[src/rtl/asrv32_memoryaccess.sv]
// asrv32_memoryaccess: RV32I memory-access stage driving a pipelined Wishbone data port.
// Latency: 1 cycle for non-memory ops; loads/stores deliver o_ce one cycle after the bus ack.
// Backpressure: o_stall holds upstream for the whole bus access and mirrors i_stall, which freezes the stage.
// Optional: define ASRV32_MISALIGNED_TRAP_EN to trap misaligned half/word accesses instead of issuing them.

`ifndef OPCODE_WIDTH
`define OPCODE_WIDTH 11
`endif
`ifndef LOAD
`define LOAD 2
`endif
`ifndef STORE
`define STORE 3
`endif

module asrv32_memoryaccess (
    input  logic                     i_clk,
    input  logic                     i_rst_n,
    input  logic [2:0]               i_funct3,
    input  logic [`OPCODE_WIDTH-1:0] i_opcode,
    input  logic [31:0]              i_y,
    input  logic [31:0]              i_rs2_data,
    input  logic                     i_wr_rd_en,
    input  logic [4:0]               i_rd_addr,
    input  logic [31:0]              i_rd_data,
    input  logic [31:0]              i_pc,
    output logic                     o_wr_rd_en,
    output logic [4:0]               o_rd_addr,
    output logic [31:0]              o_rd_data,
    output logic [31:0]              o_pc,
    output logic [2:0]               o_funct3,
    output logic [`OPCODE_WIDTH-1:0] o_opcode,
    output logic [31:0]              o_load_data,
    output logic                     o_wb_cyc,
    output logic                     o_wb_stb,
    output logic                     o_wb_we,
    output logic [31:0]              o_wb_addr,
    output logic [31:0]              o_wb_data,
    output logic [3:0]               o_wb_sel,
    input  logic                     i_wb_ack,
    input  logic                     i_wb_stall,
    input  logic [31:0]              i_wb_data,
    input  logic                     i_ce,
    input  logic                     i_stall,
    input  logic                     i_flush,
    output logic                     o_ce,
    output logic                     o_stall,
    output logic                     o_misaligned
);

    typedef enum logic [1:0] {
        IDLE = 2'd0,
        REQ  = 2'd1,
        WAIT = 2'd2
    } state_t;

    state_t r_state;
    state_t w_state_nxt;

    // Pipeline registers handed to writeback
    logic                     r_wr_rd_en;
    logic [4:0]               r_rd_addr;
    logic [31:0]              r_rd_data;
    logic [31:0]              r_pc;
    logic [2:0]               r_funct3;
    logic [`OPCODE_WIDTH-1:0] r_opcode;
    logic [31:0]              r_load_data;
    logic                     r_ce;

    // Bus request registers
    logic [31:0]              r_wb_addr;
    logic [31:0]              r_wb_data;
    logic [3:0]               r_wb_sel;
    logic                     r_wb_we;
    logic [1:0]               r_off;

    // r_pend: ack taken while downstream stalled, o_ce still owed.
    // r_flushed: a flush hit the in-flight access, so its o_ce is dropped.
    logic                     r_pend;
    logic                     r_flushed;

    logic                     w_is_mem;
    logic                     w_misalign;
    logic                     w_accept;
    logic                     w_start_bus;
    logic                     w_ack;
    logic                     w_cyc;
    logic                     w_stb;
    logic [3:0]               w_sel;
    logic [31:0]              w_wdata;
    logic [7:0]               w_byte;
    logic [15:0]              w_half;
    logic [31:0]              w_load_ext;

    assign w_is_mem    = i_opcode[`LOAD] | i_opcode[`STORE];
    // A pending o_ce blocks new work so the owed result is never overwritten.
    assign w_accept    = (r_state == IDLE) & i_ce & ~i_stall & ~i_flush & ~r_pend;
    assign w_start_bus = w_accept & w_is_mem & ~w_misalign;
    // Acks are only meaningful while a cycle is open; stray acks in IDLE are dropped.
    assign w_ack       = (r_state != IDLE) & i_wb_ack;

`ifdef ASRV32_MISALIGNED_TRAP_EN
    logic r_misaligned;

    assign w_misalign = w_is_mem &
                        (((i_funct3[1:0] == 2'b01) & i_y[0]) |
                         ((i_funct3[1:0] == 2'b10) & (i_y[1:0] != 2'b00)));

    // Remember whether the accepted instruction trapped; flag rides on o_ce.
    always_ff @(posedge i_clk or negedge i_rst_n) begin
        if (!i_rst_n)
            r_misaligned <= 1'b0;
        else if (w_accept)
            r_misaligned <= w_misalign;
    end

    assign o_misaligned = r_misaligned & r_ce;
`else
    assign w_misalign   = 1'b0;
    assign o_misaligned = 1'b0;
`endif

    // Byte lanes and replicated store data from the access width and low address bits.
    always_comb begin
        w_sel   = 4'b1111;
        w_wdata = i_rs2_data;
        case (i_funct3[1:0])
            2'b00: begin
                w_sel   = 4'b0001 << i_y[1:0];
                w_wdata = {4{i_rs2_data[7:0]}};
            end
            2'b01: begin
                w_sel   = 4'b0011 << {i_y[1], 1'b0};
                w_wdata = {2{i_rs2_data[15:0]}};
            end
            default: ;
        endcase
    end

    // Pick the addressed byte/half from the returned word and extend it.
    always_comb begin
        w_byte     = i_wb_data[{r_off, 3'b000} +: 8];
        w_half     = r_off[1] ? i_wb_data[31:16] : i_wb_data[15:0];
        w_load_ext = i_wb_data;
        case (r_funct3)
            3'b000:  w_load_ext = {{24{w_byte[7]}}, w_byte};
            3'b001:  w_load_ext = {{16{w_half[15]}}, w_half};
            3'b100:  w_load_ext = {24'd0, w_byte};
            3'b101:  w_load_ext = {16'd0, w_half};
            default: w_load_ext = i_wb_data;
        endcase
    end

    // FSM state register.
    always_ff @(posedge i_clk or negedge i_rst_n) begin
        if (!i_rst_n)
            r_state <= IDLE;
        else
            r_state <= w_state_nxt;
    end

    // FSM next state and bus strobes: stb lives only in REQ, cyc spans REQ and WAIT.
    always_comb begin
        w_state_nxt = r_state;
        w_cyc       = 1'b0;
        w_stb       = 1'b0;
        case (r_state)
            IDLE: begin
                if (w_start_bus)
                    w_state_nxt = REQ;
            end
            REQ: begin
                w_cyc = 1'b1;
                w_stb = 1'b1;
                if (i_wb_ack)
                    w_state_nxt = IDLE;
                else if (!i_wb_stall)
                    w_state_nxt = WAIT;
            end
            WAIT: begin
                w_cyc = 1'b1;
                if (i_wb_ack)
                    w_state_nxt = IDLE;
            end
            default: w_state_nxt = IDLE;
        endcase
    end

    // Latch the bus request once at the accept edge; it stays stable while stalled.
    always_ff @(posedge i_clk or negedge i_rst_n) begin
        if (!i_rst_n) begin
            r_wb_addr <= 32'd0;
            r_wb_data <= 32'd0;
            r_wb_sel  <= 4'd0;
            r_wb_we   <= 1'b0;
            r_off     <= 2'd0;
        end else if (w_start_bus) begin
            r_wb_addr <= {i_y[31:2], 2'b00};
            r_wb_data <= w_wdata;
            r_wb_sel  <= w_sel;
            r_wb_we   <= i_opcode[`STORE];
            r_off     <= i_y[1:0];
        end
    end

    // Capture pass-through fields on accept; a trapped access must not write rd.
    always_ff @(posedge i_clk or negedge i_rst_n) begin
        if (!i_rst_n) begin
            r_wr_rd_en <= 1'b0;
            r_rd_addr  <= 5'd0;
            r_rd_data  <= 32'd0;
            r_pc       <= 32'd0;
            r_funct3   <= 3'd0;
            r_opcode   <= '0;
        end else if (w_accept) begin
            r_wr_rd_en <= i_wr_rd_en & ~w_misalign;
            r_rd_addr  <= i_rd_addr;
            r_rd_data  <= i_rd_data;
            r_pc       <= i_pc;
            r_funct3   <= i_funct3;
            r_opcode   <= i_opcode;
        end
    end

    // Load result is latched on the ack even if downstream is stalled.
    always_ff @(posedge i_clk or negedge i_rst_n) begin
        if (!i_rst_n)
            r_load_data <= 32'd0;
        else if (w_ack && r_opcode[`LOAD])
            r_load_data <= w_load_ext;
    end

    // Track flushes that land on an in-flight access.
    always_ff @(posedge i_clk or negedge i_rst_n) begin
        if (!i_rst_n)
            r_flushed <= 1'b0;
        else if (w_ack)
            r_flushed <= 1'b0;
        else if ((r_state != IDLE) && i_flush)
            r_flushed <= 1'b1;
    end

    // o_ce generation: one-cycle pulse per retired instruction, held under stall, killed by flush.
    always_ff @(posedge i_clk or negedge i_rst_n) begin
        if (!i_rst_n) begin
            r_ce   <= 1'b0;
            r_pend <= 1'b0;
        end else if (r_state == IDLE) begin
            if (i_flush) begin
                r_ce   <= 1'b0;
                r_pend <= 1'b0;
            end else if (i_stall) begin
                r_ce   <= r_ce;
            end else if (r_pend) begin
                r_ce   <= 1'b1;
                r_pend <= 1'b0;
            end else begin
                r_ce   <= w_accept & ~w_start_bus;
            end
        end else begin
            r_ce <= 1'b0;
            if (i_wb_ack && !(r_flushed || i_flush)) begin
                if (i_stall)
                    r_pend <= 1'b1;
                else
                    r_ce   <= 1'b1;
            end
        end
    end

    assign o_wr_rd_en  = r_wr_rd_en;
    assign o_rd_addr   = r_rd_addr;
    assign o_rd_data   = r_rd_data;
    assign o_pc        = r_pc;
    assign o_funct3    = r_funct3;
    assign o_opcode    = r_opcode;
    assign o_load_data = r_load_data;
    assign o_ce        = r_ce;
    assign o_wb_cyc    = w_cyc;
    assign o_wb_stb    = w_stb;
    assign o_wb_we     = r_wb_we & w_cyc;
    assign o_wb_addr   = r_wb_addr;
    assign o_wb_data   = r_wb_data;
    assign o_wb_sel    = r_wb_sel;
    assign o_stall     = i_rst_n & ((r_state != IDLE) | r_pend | i_stall);

endmodule

[config.mk]
export PLATFORM = sky130hd
export DESIGN_NAME = asrv32_memoryaccess
export DESIGN_NICKNAME = d
export VERILOG_FILES = /design/src/rtl/asrv32_memoryaccess.sv
export SDC_FILE = /design/constraint.sdc
export NUM_CORES = 1
export LEC_CHECK = 0
export CAP_MARGIN = 20
export CORE_AREA = 5 5 143 145
export CTS_BUF_LIST = sky130_fd_sc_hd__clkbuf_8
export CTS_CLUSTER_SIZE = 8
export DETAILED_ROUTE_END_ITERATION = 8
export DIE_AREA = 0 0 148 150
export DONT_BUFFER_PORTS = 1
export PLACE_DENSITY = 0.59
export SLEW_MARGIN = 0
export SYNTH_ARGS = -nofsm -noshare
export SYNTH_HDL_FRONTEND = slang
export SYNTH_SLANG_ARGS = --single-unit
[constraint.sdc]
create_clock -name i_clk -period 2.2 [get_ports i_clk]
set_input_delay 0.44 -clock i_clk [delete_from_list [all_inputs] [get_ports i_clk]]
set_output_delay 0.44 -clock i_clk [all_outputs]
set_load 0.02 [all_outputs]
* Yosys cells after proc, flatten, opt, wreduce, memory -nomap -nowiden
Cells that the tools add are included.
** Operators by class
- Equal/unequal tests :: 10
- Shift operators :: 3
- Multiplexer cells :: 24
- Bitwise gates (word level) :: 16
- Reduce and logical (&&, ||, !) cells :: 15
** Operators by type and width (count)
- $pmux 32 s4 :: 1
- $pmux 32 s2 :: 1
- $shiftx 32x6->8 :: 1
- $mux 16 :: 1
- $mux 1 :: 15
- $and 1x1->1 :: 9
- $mux 2 :: 4
- $pmux 4 s2 :: 1
- $reduce_bool 2->1 :: 4
- $eq 3x3->1 const B :: 2
- $ne 3x3->1 const B :: 2
- $pmux 2 s3 :: 1
- $reduce_and 3->1 :: 2
- $eq 2x1->1 const B :: 2
- $logic_not 2->1 :: 2
- $ne 2x2->1 const B :: 2
- $not 1->1 :: 4
- $shl 1x2->4 const A :: 1
- $shl 2x2->4 const A :: 1
- $eq 3x1->1 const B :: 1
- $logic_and 1x1->1 :: 3
- $logic_not 3->1 :: 1
- $or 1x1->1 :: 3
- $eq 2x2->1 const B :: 1
- other kinds (3) :: 3
** Storage, ports and cells
- Bits in registers :: 190
- Input port bits :: 187
- Output and inout bits :: 190
- Word-level logic and storage cells :: 84

* Logic depth before layout (Yosys ltp)
Gate-level depths: netlist of the first run.
- Word-level depth :: 12
- Gate-level depth with buffers :: 9

* Least setup slack after synthesis of the first run
No wires, ideal clock.
- Path type :: register to register
- From :: reg r_state[0]
- To :: reg r_state[0]
- Arrival time :: 2.103 ns
- Required time :: 2.072 ns
- Setup slack :: -0.031 ns
- Cell stages (with the launch flop) :: 8
- Path buffers :: 1
- Period minus slack after synthesis :: 2.231 ns
- Cells stage by stage :: dfrtp_1 -> inv_1 -> ha_1 -> or3b_4 -> or3_1 -> buf_2 -> a21oi_2 -> mux2_1
** Between the ends
- Word-level cells in the longest chain between the ends :: 8
- Elaborated cells between the ends (all ways) :: 13
- Those cells by class :: eq/ne: 5; mux: 1; bitwise: 5; reduce/logical: 2
** RTL lines
- start, declared :: RTL line 57 : state_t r_state;
- start signal, assigned :: RTL line 159 : r_state <= w_state_nxt;
- $logic_not 2->1 :: RTL line 97, 167
- $and 1x1->1 (4 in a row) :: RTL line 97 : assign w_accept = (r_state == IDLE) & i_ce & ~i_stall & ~i_flush & ~r_pend;
- $and 1x1->1 :: RTL line 98 : assign w_start_bus = w_accept & w_is_mem & ~w_misalign;
- $ne 2x2->1 (no source line)
- $reduce_and 3->1 (no source line)
Several ways; a longest one is shown, not always the timed one.
A chain may end at the register's enable or synchronous reset.

* Worst setup path after layout of the first run
- From :: reg r_state[0]
- To :: out o_stall
** Between the ends
- Word-level cells in the longest chain between the ends :: 4
** RTL lines
- $reduce_bool 2->1 :: RTL line 285 : assign o_stall = i_rst_n & ((r_state != IDLE) | r_pend | i_stall);
- $or 1x1->1 (2 in a row) :: RTL line 285
- $and 1x1->1 :: RTL line 285
- end, declared :: RTL line 47 : output logic o_stall,
No other way between the ends.

==> results of run 1 <==
==> registers in the layout, summed over array words and instances, names as in the netlist, 3 cells and up <==
name and cells:
o_load_data 32, o_wb_sel 4, o_opcode 11, o_funct3 3
o_wb_data 32, o_rd_addr 5, o_rd_data 32, o_wb_addr 30
o_pc 32
==> worst max-delay path: cells and delay by family, from the launching register on <==
family	cells	cell delay [ps]
fa+ha+maj	1	130
buf+inv	1	100
flops	1	420
simple gates	2	560
==> layout by cell type, fill, tap and decap left out, types with 4 or more instances in the layout <==
cell	count
nand3_1	7
clkbuf_8	17
buf_4	16
nor2_1	37
dfrtp_1	190
o21ai_0	33
or3_1	10
a311oi_1	14
inv_1	7
a221oi_1	16
mux2i_1	34
inv_8	5
nand2_1	421
nand2b_1	5
buf_12	4
o31ai_1	7
o21ai_1	14
a21oi_1	29
==> per-layer routing <==
metal	vias to the layer above	track usage, %	share of wire, %	wire length [µm]
met4	0	6.05	1.9	452
li1	2965	-	-	-
met3	31	9.75	11	2580
met5	-	0	0	0
met1	2933	27.1	40	9500
met2	272	31.7	48	11400
==> power groups by stage <==
stage	clock (mW)	combinational (mW)	sequential (mW)
after detailed placement	0	3.16	8.62
after global placement	0	3.03	8.64
final	2.24	3.17	8.53
after CTS	2.34	3.17	8.58
after global routing	2.48	3.70	8.74
after floorplan	0	2.57	8.03
==> stage by stage <==
| stage | setup slack (ps) | TNS [ps] | utilization (%) |
|---|---|---|---|
| after floorplan | 5.28 | 0 | - |
| after global placement | 128 | 0 | 44.5 |
| after detailed placement | 60.3 | 0 | 44.5 |
| after CTS | 2.43 | 0 | 46.7 |
| after global routing | -12.7 | -17.6 | 46.8 |
| final | 81.2 | 0 | 46.8 |
==> logic make-up after synthesis <==
kind of cell,count (synthesis)
buf+inv,69
simple gates,498
flops,190
fa+ha+maj,4
mux,37
other cells,1
compound gates,122
==> final timing paths <==
path,from,to,depth (start not counted)
max,r_state[0]$_DFFE_PN0P_,o_stall,4
min,i_rst_n,o_load_data[27]$_DFFE_PN0P_,0
max reg2reg,r_state[0]$_DFFE_PN0P_,r_state[0]$_DFFE_PN0P_,6
min reg2reg,r_wb_we$_DFFE_PN0P_,r_wb_we$_DFFE_PN0P_,1
max in group asynchronous,i_rst_n,o_load_data[13]$_DFFE_PN0P_,0
min in group i_clk,i_wb_ack,r_flushed$_DFFE_PN0P_,1
==> timing repair <==
action                                  in CTS  in global routing
buffers inserted                             2                  0
resized for setup                            4                  3
pin swaps                                    1                  1
hold endpoints to repair                   191                190
endpoints found under the setup margin       1                 56
==> final cells by class <==
| cell class | instances | area [µm²] | share of cell area (%) |
|---|---|---|---|
| clock inverter | 15 | 150 | 1.68 |
| clock buffer | 17 | 234 | 2.62 |
| inverter | 8 | 30.0 | 0.337 |
| sequential | 190 | 4750 | 53.3 |
| multi-input combinational | 664 | 3220 | 36.1 |
| tap | 238 | 298 | 3.34 |
| timing repair buffer | 23 | 233 | 2.61 |
==> reports/metrics.csv, run 1 <==
metric,value,unit
Pwr Density,1560,nW/µm²
# Max-Cap Violations,0,
Avg WL per Cell,20.7,µm
final hold vios,190,
die height,150,µm
peak supply drop,0.710,mV
fin area,8920,µm²
Total GRT Usage,20.9,%
Worst-path clk slew,110,ps
synth cell count leaders,"421 x nand2_1, 190 x dfrtp_1, 42 x clkbuf_1, 38 x nor2_1, 34 x mux2i_1",
most common cell in the netlist,nand2_1,
number of global-route vias before repair,6117,
vias,6201,
Worst EP arrival,1680,ps
DR pass1 iterations,5,
final cell count without fillers,1155,
Syn Area/Cell,8.94,µm²
synth unique cells,40,
initial core utilization,43.2,%
routability cong.,0.800,
row count,51,
total congestion overflow,0,
power share of the clock group,16.1,%
DRC viols,0,
global-route wire length before repair,36200,µm
Sw Ratio,47.6,%
pin count of the biggest net entering global routing,192,
core footprint,19100,µm²
synth warn,0,
slowest CP cell,dfrtp_1,
Pleak,4.44,nW
io pins,377,
power after layout,13.9,mW
htree depth,4,
Worst setup EP type,output pin,
Iter 0 DRT Violations,310,
f_max,472,MHz
post-synthesis simple-gate area fraction,24.1,%
Post-Syn Instances,921,
Max stage delay on crit path,420,ps
Compound-Gate Fraction of Synth Area,9.31,%
placed inst area,8500,µm²
Post-synth ARST share,100,%
die area,22200,µm²
Setup Viol. Count Final,0,
Reg2Reg Setup Slack,110,ps
hpwl dp,17100,µm
CTS max path bufs,2,
Pint,7.30,mW
critical path required time,1760,ps
Mapped Area,8240,µm²
dominant synthesized flop cell,dfrtp_1,
Post-DRT Antenna Nets,0,
Yosys top cell by area,dfrtp_1,
Synth Area in XOR/XNOR,0,%
Setup CP Type,register to output pin,
status,"finished, violations left",
final period utilization,96.3,%
number of synthesized register bits,190,
Vias/cell,5.37,
switching pwr,6.63,mW
combinational family with the most area after synthesis,simple AND/OR/NAND/NOR gates,
number of flops mapped to enable cells by yosys,0,
mux contribution to synthesized area,4.54,%
Num CTS Buffers,17,
Die Wd,148,µm
Min-Delay Path Class,primary input to async pin,
Logic pwr share,22.7,%
share of total power in sequential cells,61.2,%
port bufs,0,
max-slew violation count,0,
Post-Place Cells,1121,
"Hold-fix buffers, CTS",1,
synth-to-layout area growth,8.33,%
post-synth top area share,57.7,%
largest cells by area after synthesis,"dfrtp_1 58%, nand2_1 19%, mux2i_1 4.1%",
Post-Synth Adder-Cell Area,0.608,%
# nets final,1095,
CP Cell Sequence,inv_2 > ha_4 > or3b_4 > and2_4,
Worst Clk Skew,16.9,ps
FILL cells,1856,
share of cells above drive strength 1,7.42,%
Crit Path Max Fanout,3,
Max-slew headroom,56.7,%
CTS Sinks,190,
RSZ-0062 raised after global routing,true,
Least-Margin Pin Slew,649,ps
initial antenna violation count,0,
clock latency on the worst-skew pair,470,ps
n_diodes,0,
CTS tree,yes,
Startpoint Class,register,
CTS root buf,clkbuf_8,
final hold slack,-342,ps
Period minus WS final,2120,ps
sequential share of the synthesized area,57.7,%
Total Wirelength,23900,µm
failing checks,negative hold slack,
No activity file was read; power rests on OpenSTA's default activity.
==> run 2: changes to the inputs <==
--- a/config.mk
+++ b/config.mk
@@ -12,7 +12,7 @@
 export DETAILED_ROUTE_END_ITERATION = 8
 export DIE_AREA = 0 0 148 150
 export DONT_BUFFER_PORTS = 1
-export PLACE_DENSITY = 0.59
+export PLACE_DENSITY = 0.6
 export SLEW_MARGIN = 0
 export SYNTH_ARGS = -nofsm -noshare
 export SYNTH_HDL_FRONTEND = slang
==> reports/metrics.csv, run 2 (synthesis gave the netlist of run 1 again) <==
metric,value,unit,change
peak supply drop,0.607,mV,-15%
Worst-path clk slew,100,ps,about the same
Post-DRT Antenna Nets,0,,unchanged
Least-Margin Pin Slew,655,ps,+5.50 ps
Logic pwr share,23.4,%,+0.7 points
f_max,477,MHz,+1.2%
final hold slack,-331,ps,+11.0 ps
DRC viols,0,,unchanged
Iter 0 DRT Violations,300,,-3.2%
Setup CP Type,register to output pin,,
Max-slew headroom,56.3,%,-0.37 points
die height,150,µm,unchanged
Total Wirelength,23900,µm,about the same
Avg WL per Cell,20.5,µm,-1.0%
Pleak,4.50,nW,+1.5%
final hold vios,190,,unchanged
synth-to-layout area growth,9.69,%,
slowest CP cell,dfrtp_1,,
share of cells above drive strength 1,8.73,%,+1.3 points
critical path required time,1760,ps,about the same
max-slew violation count,0,,unchanged
CP Cell Sequence,inv_2 > ha_4 > or3b_4 > and2_4,,
n_diodes,0,,unchanged
most frequent cells in the layout,"421 x nand2_1, 190 x dfrtp_1, 37 x nor2_1",,
row count,51,,unchanged
Max stage delay on crit path,410,ps,about the same
Min-Delay Path Class,primary input to async pin,,
power after layout,14.2,mW,+2.0%
total congestion overflow,0,,unchanged
final period utilization,95.2,%,-1.1 points
status,"finished, violations left",,
failing checks,negative hold slack,,
die area,22200,µm²,unchanged
# Max-Cap Violations,0,,unchanged
Worst setup EP type,output pin,,
pin count of the biggest net entering global routing,192,,unchanged
Sw Ratio,47.0,%,-0.63 points
io pins,377,,unchanged
Period minus WS final,2090,ps,-24.4 ps
Crit Path Max Fanout,4,,+1
Num CTS Buffers,17,,unchanged
Die Wd,148,µm,unchanged
CTS max path bufs,2,,unchanged
port bufs,0,,unchanged
Worst EP arrival,1650,ps,-30 ps
Reg area,4750,µm²,unchanged
RSZ-0062 raised after global routing,false,,
htree depth,4,,unchanged
Startpoint Class,register,,
Pint,7.54,mW,+3.3%
initial core utilization,43.2,%,unchanged
core footprint,19100,µm²,unchanged
hpwl dp,17100,µm,about the same
CTS Sinks,190,,unchanged
switching pwr,6.68,mW,+0.69%
Sum Neg Setup Slack,0,ps,unchanged
share of total power in sequential cells,59.7,%,-1.5 points
global-route wire length before repair,36400,µm,+0.55%
power share of the clock group,17.0,%,+0.9 points
Worst Clk Skew,16.3,ps,-0.659 ps
CTS root buf,clkbuf_8,,
DR pass1 iterations,5,,unchanged
"most common cell after layout, fill and taps aside",nand2_1,,
Total GRT Usage,21.1,%,+0.12 points
routability cong.,0.825,,+3.2%
Vias/cell,5.36,,about the same
number of global-route vias before repair,6167,,+0.82%
vias,6255,,+0.87%
initial antenna violation count,0,,unchanged
Setup Viol. Count Final,0,,unchanged
CTS tree,yes,,
"Hold-fix buffers, CTS",1,,unchanged
Multi-input gate area,3230,µm²,+0.16%
Pwr Density,1570,nW/µm²,+0.76%
clock latency on the worst-skew pair,470,ps,about the same
# nets final,1106,,+1.0%
FILL cells,1822,,-1.8%
[run 2: metrics by stage]
step	worst slack (ps)	instances	hold slack (ps)	util, %	cell area (µm²)
finish	106	1166	-331	47.3	9030
global route	18.7	1166	-385	47.3	9030
CTS	40.1	1163	-384	47.2	9000
detailed placement	16.2	1128	150	44.8	8550
global placement	96.7	1128	150	44.8	8550
floorplan	5.28	923	144	-	8250
[run 2: worst paths after layout]
path                                        start  slack [ps]  cells after the start                           to
max reg2reg                r_state[1]$_DFFE_PN0P_         140                      6       r_state[0]$_DFFE_PN0P_
min reg2reg                   r_wb_we$_DFFE_PN0P_         530                      1          r_wb_we$_DFFE_PN0P_
max in group asynchronous                 i_rst_n        2050                      0  o_load_data[25]$_DFFE_PN0P_
min                                       i_rst_n        -330                      0   o_load_data[4]$_DFFE_PN0P_
max                        r_state[1]$_DFFE_PN0P_         110                      4                      o_stall
min in group i_clk                       i_wb_ack          60                      1        r_flushed$_DFFE_PN0P_
[run 2: layer usage]
metal	global-route usage [%]	wire length, µm	up-vias
li1	-	-	2987
met1	26.1	9190	2990
met2	33.2	11500	256
met3	10.3	2850	22
met4	5.50	355	0
met5	0	0	-
[run 2: timing repair]
item | in CTS | in global routing
pin swaps | 1 | 0
resized for setup | 4 | 2
endpoints found under the hold margin | 191 | 190
endpoints found under the setup margin | 1 | 17
setup buffers | 3 | 3
[run 2: final cells by class]
class                   instances  share of cell area (%)
flip-flops and latches        190                    52.6
inverters                       8                   0.332
clock inverters                14                    1.87
well taps                     238                    3.30
repair buffers                 34                    3.41
clock buffers                  18                    2.74
multi-input cells             664                    35.7
[run 2: power groups by stage]
stage / Clock [mW] / Sequential [mW] / Combinational (mW)
3_5_place_dp: 0 / 8.56 / 3.26
3_3_place_gp: 0 / 8.58 / 3.14
6_report: 2.41 / 8.48 / 3.32
2_1_floorplan: 0 / 8.03 / 2.57
5_1_grt: 2.64 / 8.69 / 3.86
4_1_cts: 2.50 / 8.52 / 3.29
[run 2: worst max-delay path, delay by kind of cell, from the launching register on]
kind	cells	cell delay [ps]
simple gates	2	560
flops	1	410
fa+ha+maj	1	130
buf+inv	1	100
==> run 3: changes to the inputs <==
==> constraint.sdc (replaced) <==
create_clock -name i_clk -period 2.2 [get_ports i_clk]
set_input_delay 0.44 -clock i_clk [delete_from_list [all_inputs] [get_ports i_clk]]
set_output_delay 0.44 -clock i_clk [all_outputs]
set_load 0.01 [all_outputs]
==> reports/metrics.csv, run 3 (synthesis gave the netlist of run 1 again) <==
metric,value,unit,change
status,"finished, violations left",,
failing checks,negative hold slack,,
# Max-Cap Violations,0,,unchanged
Logic pwr share,25.2,%,+1.8 points
routability cong.,0.803,,-2.7%
Post-DRT Antenna Nets,0,,unchanged
total congestion overflow,0,,unchanged
Vias/cell,5.37,,+0.18%
synth-to-layout area growth,9.78,%,about the same
DR pass1 iterations,5,,unchanged
port bufs,0,,unchanged
final period utilization,94.8,%,-0.36 points
# nets final,1105,,-0.090%
initial core utilization,43.2,%,unchanged
power share of the clock group,18.1,%,+1.1 points
die area,22200,µm²,unchanged
share of total power in sequential cells,56.6,%,-3.1 points
cell family with most CP delay,simple AND/OR/NAND/NOR gates,,
Least-Margin Pin Slew,661,ps,+6.14 ps
Min-Delay Path Class,primary input to async pin,,
die height,150,µm,unchanged
n_diodes,0,,unchanged
htree depth,4,,unchanged
Period minus WS final,2090,ps,-7.83 ps
global-route wire length before repair,37100,µm,+1.8%
Setup Viol. Count Final,0,,unchanged
Sw Ratio,42.3,%,-4.7 points
Crit Path Max Fanout,4,,unchanged
Max stage delay on crit path,400,ps,about the same
reg2reg path depth,6,,unchanged
Pleak,4.49,nW,-0.19%
peak supply drop,0.535,mV,-12%
Avg WL per Cell,20.7,µm,+0.98%
CP Depth,4,,unchanged
hpwl dp,17200,µm,+0.38%
CTS Sinks,190,,unchanged
Reg2Reg Setup Slack,120,ps,-20 ps
Worst Clk Skew,18.9,ps,+2.66 ps
RR Startpoint,r_state[0]$_DFFE_PN0P_,,
f_max,479,MHz,+0.38%
CP startpoint,r_state[0]$_DFFE_PN0P_,,
max-slew violation count,0,,unchanged
switching pwr,5.46,mW,-18%
vias,6261,,+0.096%
CTS root buf,clkbuf_8,,
final hold vios,190,,unchanged
core footprint,19100,µm²,unchanged
Pwr Density,1430,nW/µm²,-9.2%
critical path required time,1760,ps,about the same
Pint,7.46,mW,-1.1%
RSZ-0062 raised after global routing,false,,
Num CTS Buffers,17,,unchanged
Setup WS post-layout,113,ps,+7.83 ps
slowest CP cell,dfrtp_1,,
Setup CP Type,register to output pin,,
Startpoint Class,register,,
Total GRT Usage,21.3,%,+0.26 points
Max-slew headroom,55.9,%,-0.41 points
Worst EP arrival,1650,ps,about the same
final hold slack,-338,ps,-7.27 ps
pin count of the biggest net entering global routing,192,,unchanged
row count,51,,unchanged
number of global-route vias before repair,6367,,+3.2%
power after layout,12.9,mW,-9.1%
DRC viols,0,,unchanged
"Hold-fix buffers, CTS",1,,unchanged
Setup WS pre-CTS,73.4,ps,+57.2 ps
Iter 0 DRT Violations,376,,+25%
CTS tree,yes,,
io pins,377,,unchanged
Worst-path clk slew,110,ps,about the same
Sum Neg Setup Slack,0,ps,unchanged
WP buf/inv,1,,unchanged
CP Cell Sequence,inv_2 > ha_4 > or3b_4 > and2_4,,
initial antenna violation count,0,,unchanged
clock latency on the worst-skew pair,460,ps,about the same
fin area,9040,µm²,about the same
Worst setup EP type,output pin,,
Total Wirelength,24100,µm,+0.90%
CTS max path bufs,2,,unchanged
share of cells above drive strength 1,8.63,%,-0.098 points
placed inst area,8550,µm²,about the same
"most common cell after layout, fill and taps aside",nand2_1,,
most frequent cells in the layout,"421 x nand2_1, 190 x dfrtp_1, 37 x nor2_1",,
Die Wd,148,µm,unchanged
-- run 3: layout make-up --
type / instances / area [µm²]
Sequential cell: 190 / 4750
Fill cell: 1815 / 10000
Clock inverter: 14 / 171
Tap cell: 238 / 298
Inverter: 8 / 30.0
Clock buffer: 18 / 248
Timing Repair Buffer: 33 / 313
Multi-Input combinational cell: 664 / 3230
-- run 3: power by group through the flow --
stage                     clock network [mW]  logic, mW  registers [mW]
after floorplan                            0       2.53            6.82
after detailed placement                   0       3.19            7.39
after CTS                               2.43       3.21            7.36
final                                   2.34       3.26            7.32
after global routing                    2.58       3.83            7.54
after global placement                     0       3.05            7.42
-- run 3: path summary, 6_finish.rpt --
kind | end
worst max-delay path | o_stall
worst min-delay path | o_load_data[1]$_DFFE_PN0P_
worst max register to register | r_state[0]$_DFFE_PN0P_
worst min register to register | r_wb_we$_DFFE_PN0P_
max in group asynchronous | r_state[1]$_DFFE_PN0P_
min in group i_clk | r_flushed$_DFFE_PN0P_
-- run 3: through the flow --
| step | std cells | hold WS [ps] | util, % |
|---|---|---|---|
| finish | 1165 | -338 | 47.4 |
| global route | 1165 | -389 | 47.4 |
| CTS | 1161 | -372 | 47.2 |
| detailed placement | 1126 | 151 | 44.8 |
| global placement | 1126 | 151 | 44.8 |
| floorplan | 923 | 144 | - |
-- run 3: timing repair --
item                       CTS  global route
setup endpoints to repair    1             7
pin swaps                    0             1
hold endpoints to repair   191           190
gates resized for setup      4             2
setup buffers                3             4
-- run 3: layer usage --
metal,up-vias,global-route usage (%),share of wire [%]
li1,2981,-,-
met3,26,9.96,12
met1,2981,26.0,38
met5,-,0,0
met4,0,5.40,1.6
met2,273,34.5,49
